$ cat config.mk
export PLATFORM = sky130hd
export DESIGN_NAME = simplez_core
export DESIGN_NICKNAME = d
export VERILOG_FILES = /design/src/rtl/simplez_core.sv
export SDC_FILE = /design/constraint.sdc
export NUM_CORES = 1
export LEC_CHECK = 0
export CELL_PAD_IN_SITES_DETAIL_PLACEMENT = 1
export CELL_PAD_IN_SITES_GLOBAL_PLACEMENT = 1
export CORE_MARGIN = 2
export CORE_UTILIZATION = 45
export DETAILED_ROUTE_END_ITERATION = 8
export HOLD_SLACK_MARGIN = 0.06
export PLACE_DENSITY_LB_ADDON = 0.1
export SLEW_MARGIN = 20
export SYNTH_ARGS = -nofsm -noshare
export SYNTH_HDL_FRONTEND = slang
export SYNTH_SLANG_ARGS = --single-unit
$ cat constraint.sdc
create_clock -name clk -period 3.98 [get_ports clk]
set_input_delay 0.597 -clock clk [delete_from_list [all_inputs] [get_ports clk]]
set_output_delay 0.597 -clock clk [all_outputs]
set_load 0.1 [all_outputs]
$ cat src/rtl/simplez_core.sv
`default_nettype none
// ============================================================================
// Module   : simplez_core
// Brief    : Parametrised multi-cycle Simplez CPU on a 1-cycle-latency RAM.
// Revision : 1.0 - initial release
// ============================================================================
module simplez_core #(
    parameter int AW         = 9,
    parameter int DW         = 12,
    parameter int WAIT_DELAY = 2400000,
    parameter int IO_ADDR    = 2**AW - 1
) (
    input  logic          clk,
    input  logic          rst,
    input  logic          run,
    output logic [AW-1:0] mem_addr,
    output logic          mem_we,
    output logic [DW-1:0] mem_wdata,
    input  logic [DW-1:0] mem_rdata,
    output logic [DW-1:0] out_port,
    output logic          halted,
    output logic          wait_busy,
    output logic          retire
);

    localparam int CW = (WAIT_DELAY > 1) ? $clog2(WAIT_DELAY) : 1;

    typedef logic [2:0] state_t;
    localparam state_t S_FETCH  = 3'd0;
    localparam state_t S_DECODE = 3'd1;
    localparam state_t S_EXEC   = 3'd2;
    localparam state_t S_MEM    = 3'd3;
    localparam state_t S_WAIT   = 3'd4;
    localparam state_t S_HALTED = 3'd5;

    localparam logic [2:0] c_OP_ST  = 3'd0;
    localparam logic [2:0] c_OP_LD  = 3'd1;
    localparam logic [2:0] c_OP_ADD = 3'd2;
    localparam logic [2:0] c_OP_BR  = 3'd3;
    localparam logic [2:0] c_OP_BZ  = 3'd4;
    localparam logic [2:0] c_OP_CLR = 3'd5;
    localparam logic [2:0] c_OP_DEC = 3'd6;

    localparam logic [CW-1:0] c_WAIT_LOAD = CW'(WAIT_DELAY - 1);
    localparam logic [AW-1:0] c_IO_ADDR   = AW'(IO_ADDR);

    state_t        r_state, w_state_nx;
    logic [AW-1:0] r_pc, w_pc_nx;
    logic [DW-1:0] r_acc, w_acc_nx;
    logic [DW-1:0] r_ri, w_ri_nx;
    logic [DW-1:0] r_out, w_out_nx;
    logic          r_halted, w_halted_nx;
    logic [CW-1:0] r_cnt, w_cnt_nx;

    logic [2:0]    w_co;
    logic [AW-1:0] w_cd;
    logic          w_is_wait;
    logic [AW-1:0] w_mem_addr;
    logic          w_we;
    logic          w_retire;

    assign w_co      = r_ri[DW-1:DW-3];
    assign w_cd      = r_ri[AW-1:0];
    // Extended opcodes differ only in the lowest COE bit: E = HALT, F = WAIT.
    assign w_is_wait = r_ri[DW-4];

    always_comb begin
        w_state_nx  = r_state;
        w_pc_nx     = r_pc;
        w_acc_nx    = r_acc;
        w_ri_nx     = r_ri;
        w_out_nx    = r_out;
        w_halted_nx = r_halted;
        w_cnt_nx    = r_cnt;
        w_mem_addr  = w_cd;
        w_we        = 1'b0;
        w_retire    = 1'b0;

        case (r_state)
            S_FETCH: begin
                w_mem_addr = r_pc;
                if (run) begin
                    w_state_nx = S_DECODE;
                end
            end
            S_DECODE: begin
                w_mem_addr = r_pc;
                w_ri_nx    = mem_rdata;
                w_pc_nx    = r_pc + AW'(1);
                w_state_nx = S_EXEC;
            end
            S_EXEC: begin
                w_state_nx = S_FETCH;
                case (w_co)
                    c_OP_ST: begin
                        w_we     = 1'b1;
                        w_retire = 1'b1;
                        if (w_cd == c_IO_ADDR) begin
                            w_out_nx = r_acc;
                        end
                    end
                    c_OP_LD, c_OP_ADD: begin
                        w_state_nx = S_MEM;
                    end
                    c_OP_BR: begin
                        w_pc_nx  = w_cd;
                        w_retire = 1'b1;
                    end
                    c_OP_BZ: begin
                        if (r_acc == '0) begin
                            w_pc_nx = w_cd;
                        end
                        w_retire = 1'b1;
                    end
                    c_OP_CLR: begin
                        w_acc_nx = '0;
                        w_retire = 1'b1;
                    end
                    c_OP_DEC: begin
                        w_acc_nx = r_acc - DW'(1);
                        w_retire = 1'b1;
                    end
                    default: begin
                        if (w_is_wait) begin
                            w_cnt_nx   = c_WAIT_LOAD;
                            w_state_nx = S_WAIT;
                        end else begin
                            w_halted_nx = 1'b1;
                            w_retire    = 1'b1;
                            w_state_nx  = S_HALTED;
                        end
                    end
                endcase
            end
            S_MEM: begin
                if (w_co == c_OP_LD) begin
                    w_acc_nx = mem_rdata;
                end else begin
                    w_acc_nx = r_acc + mem_rdata;
                end
                w_retire   = 1'b1;
                w_state_nx = S_FETCH;
            end
            S_WAIT: begin
                if (r_cnt == '0) begin
                    w_retire   = 1'b1;
                    w_state_nx = S_FETCH;
                end else begin
                    w_cnt_nx = r_cnt - CW'(1);
                end
            end
            S_HALTED: begin
                w_state_nx = S_HALTED;
            end
            default: begin
                w_state_nx = S_FETCH;
            end
        endcase
    end

    always_ff @(posedge clk) begin
        if (rst) begin
            r_state  <= S_FETCH;
            r_pc     <= '0;
            r_acc    <= '0;
            r_ri     <= '0;
            r_out    <= '0;
            r_halted <= 1'b0;
            r_cnt    <= '0;
        end else begin
            r_state  <= w_state_nx;
            r_pc     <= w_pc_nx;
            r_acc    <= w_acc_nx;
            r_ri     <= w_ri_nx;
            r_out    <= w_out_nx;
            r_halted <= w_halted_nx;
            r_cnt    <= w_cnt_nx;
        end
    end

    // Gating with rst keeps an aborted ST from reaching the RAM.
    assign mem_we    = w_we & ~rst;
    assign retire    = w_retire & ~rst;
    assign mem_addr  = w_mem_addr;
    assign mem_wdata = r_acc;
    assign out_port  = r_out;
    assign halted    = r_halted;
    assign wait_busy = (r_state == S_WAIT);

endmodule
`default_nettype wire

==> summary.txt <==
Outcome
  • Status: complete, no violations

Routing
  • Vias per cell: about 6.1
  • Routed Antenna Nets: 0
  • Final wirelength: 13.0 mm
  • Max Used Layer: met4
  • Routed wl met2: between 6 and 7 mm
  • Wirelength per Cell: 18.9 um
  • M1 WL: 5.92 mm
  • Initial DRT Pass Iterations: 4
  • DRC: 0
  • Initial DRC Count: 181
  • DR WL met3: ~500 um
  • Vias: 4,219

Worst setup path
  • CP max stage delay: 1.13 ns
  • Setup CP Type: reg2out
  • Reg-to-reg critical path endpoint: r_pc[0]
  • R2R Setup Slk: 1.32 ns
  • WP buf/inv: 2
  • CP required: approximately 3.4 ns
  • Reg2Reg Launch Point: mem_wdata[1]
  • CP Data Arrival Time: 2.52 ns
  • Maximum fanout along the worst path: 13
  • CP top delay family: buffers and inverters
  • R2R cell count: 8
  • CP endpoint kind: output pin
  • Slowest stage cell, crit path: clkdlybuf4s50_1
  • Crit-path cells: or3b_1 -> inv_1 -> clkdlybuf4s50_1
  • Element type at the critical path start: flip-flop

Power
  • Power Total: about 1.6 mW
  • Pwr Density: 321 nW/um^2
  • Pleak: 1.84 nW
  • Worst vdd ir: around 140 uV

Clocking
  • Post-CTS resize count: 0
  • H-tree depth: 3
  • Clock transition at the registers of the reported paths: 0.10 ns
  • CTS sink cnt: 71
  • CTS tree: done
  • Clk_lat worst skew: 0.36 ns
  • Bufs on Longest Clock Path: 2
  • Postcts setup bufs: 0
  • CTS Hold Bufs: 0
  • Num CTS Buffers: 9
  • CTS Root Cell: clkbuf_8

Cells and area
  • Antenna diode count: 0
  • Most common cell after layout, fill and taps aside: dfxtp_1
  • Layout cells sized above 1: 10.0%
  • Finished Layout Cells: 689
  • Multi-input logic area: 2690 sq um
  • Layout net count: roughly 600
  • # fillers: 1,131
  • Post-route cell area: 5050 sq um
  • Register area: about 1400 sq um
  • Synthesis-to-finish area growth: 18.8%
  • Post-layout util: roughly 55%
  • Most frequent cells in the layout: 71 x dfxtp_1, 63 x nor2_1, 54 x a21oi_1

Logic synthesis
  • Seq/Total Area, Yosys: about a third
  • Synth Area in XOR/XNOR: 4.53%
  • Mux contribution to synthesized area: 5.65%
  • FF+latch count, synth: slightly above 70
  • Synth warn: 0
  • Compound-cell area share of the yosys netlist: 21.2%
  • Asr flop ratio synth: 0%
  • Syn_nets: 562
  • Post-Synth Simple-Gate Area: approximately a quarter
  • Number of distinct library cells after synthesis: 64
  • Synth Area in Adders: under 10%
  • Largest family of logic cells by synthesized area: simple AND/OR/NAND/NOR gates
  • Netlist Area Pre-Place: roughly 4300 sq um
  • Gate Count Post-Synth: 531
  • Main synth FF type: dfxtp_1
  • EDFF count, synth: 0
  • Syn Area/Cell: 8.01 sq um

Place
  • Post-DP HPWL: 9.31 mm
  • RePlAce Congestion: 0.836
  • PortBufs: 51
  • Area after DPL: 4820 sq um
  • DP Cell Count: 673
  • DP Worst Slack: 1.02 ns

Timing
  • Final Hold Fails: 0
  • Min cycle time layout: 3.12 ns
  • Worst Max-Slew Pin Slew: roughly 0.98 ns
  • Worst relative slew slack: 34.5%
  • Final period util: roughly four fifths
  • Clk_skew: 0.0195 ns
  • Fin Setup TNS: 0 ns
  • Hold Slack: 0.493 ns
  • Setup violators final: 0
  • Max-slew violations: 0
  • Unrepaired setup endpoints after global routing: no
  • Max frequency: between 300 and 400 MHz
  • Worst Slack Setup Final: around 0.86 ns

Floorplan
  • Initial Utilization: 46.2%
  • DIE AREA: 10,200 sq um
  • Die height: 101 um
  • Site Rows: 35
  • I/O pin cnt: 52
  • Area of the core: just over 9000 sq um
  • Die span in x: a little over 100 um

GRT
  • Vias in the first global route: between 4,000 and 5,000
  • GRT Util Overall: about a quarter
  • Initial antenna violation count: 0
  • Largest net degree at the start of global routing: 37
  • Gr ovfl total: 0
  • First-pass GRT wire length: between 20 and 25 mm

Min path
  • Worst Hold Class: reg2reg
  • Hold path depth: 2
  • Hold path endpoint: r_cnt[17]
  • Hold Crit Start: r_cnt[17]

Job
  • Max-cap check violation count: 0
==> logic make-up after synthesis <==
| kind of cell | count (synthesis) |
|---|---|
| DFF | 71 |
| xor gates and xnor gates | 22 |
| and+or+nand+nor | 217 |
| AOI/OAI and AO/OA | 143 |
| buffers and inverters | 39 |
| adders and majority gates | 16 |
| muxes | 23 |
==> report_power, final <==
group	switching (mW)	internal [mW]
registers	0.0236	0.722
logic	0.132	0.0637
clock network	0.320	0.362
total	0.476	1.15
==> cells in the mapped netlist (all sizes together), types with 3 or more instances <==
cell type | n | area, sq um
inv | 12 | 45.0
or3 | 7 | 43.8
nand2 | 49 | 184
a21oi | 55 | 275
nor4b | 4 | 56.3
xnor2 | 5 | 43.8
and3 | 5 | 31.3
dfxtp | 71 | 1420
o2111ai | 4 | 35.0
a221oi | 4 | 35.0
xor2 | 17 | 149
nor2b | 3 | 18.8
nand3b | 7 | 52.6
o211ai | 3 | 22.5
nor3b | 3 | 22.5
a31oi | 5 | 31.3
ha | 15 | 188
or2 | 5 | 31.3
o31ai | 7 | 52.6
a211oi | 9 | 67.6
clkbuf | 22 | 82.6
mux2 | 8 | 90.1
nand3 | 12 | 60.1
nor3 | 20 | 116
buf | 5 | 26.3
mux2i | 15 | 150
nor2 | 64 | 243
nand4 | 4 | 25.0
o21ai | 31 | 155
nand2b | 7 | 43.8
nor4 | 13 | 87.6
or4 | 5 | 45.0
a2bb2oi | 4 | 35.0
==> layout make-up <==
cell class	instances	area share [%]
clock buffers	9	2.45
flip-flops and latches	71	28.1
clock inverters	7	2.03
inverters	12	0.892
repair buffers	58	10.5
well taps	111	2.75
multi-input cells	421	53.2
==> tightest hold or removal path, stage by stage, from the launching register on <==
cell and delay (ns):
dfxtp_1 0.33, o31ai_1 0.06, a21oi_1 0.06
==> metal layers <==
metal	global-route usage, %	vias to the layer above
li1	-	2028
met1	34.4	2089
met2	44.9	88
met3	4.97	14
met4	8.00	0
met5	0	-
==> sequential cells by signal, summed over array words and instances (netlist names) <==
name / flops
out_port: 12
r_pc: 9
r_state: 3
halted: 1
mem_wdata: 12
r_cnt: 22
r_ri: 12
==> how the worst max path moves through the flow <==
stage              endpoint  slack, ns  cells after the start          from
6_report          wait_busy       0.86                      3    r_state[0]
5_1_grt           wait_busy       0.77                      3    r_state[0]
4_1_cts           wait_busy       0.87                      3    r_state[0]
3_5_place_dp   mem_wdata[8]       1.02                     10  mem_rdata[0]
3_3_place_gp   mem_wdata[6]       1.12                     10  mem_rdata[0]
2_1_floorplan        retire       0.34                      4    r_state[2]
(Power assumes the default switching activity.)
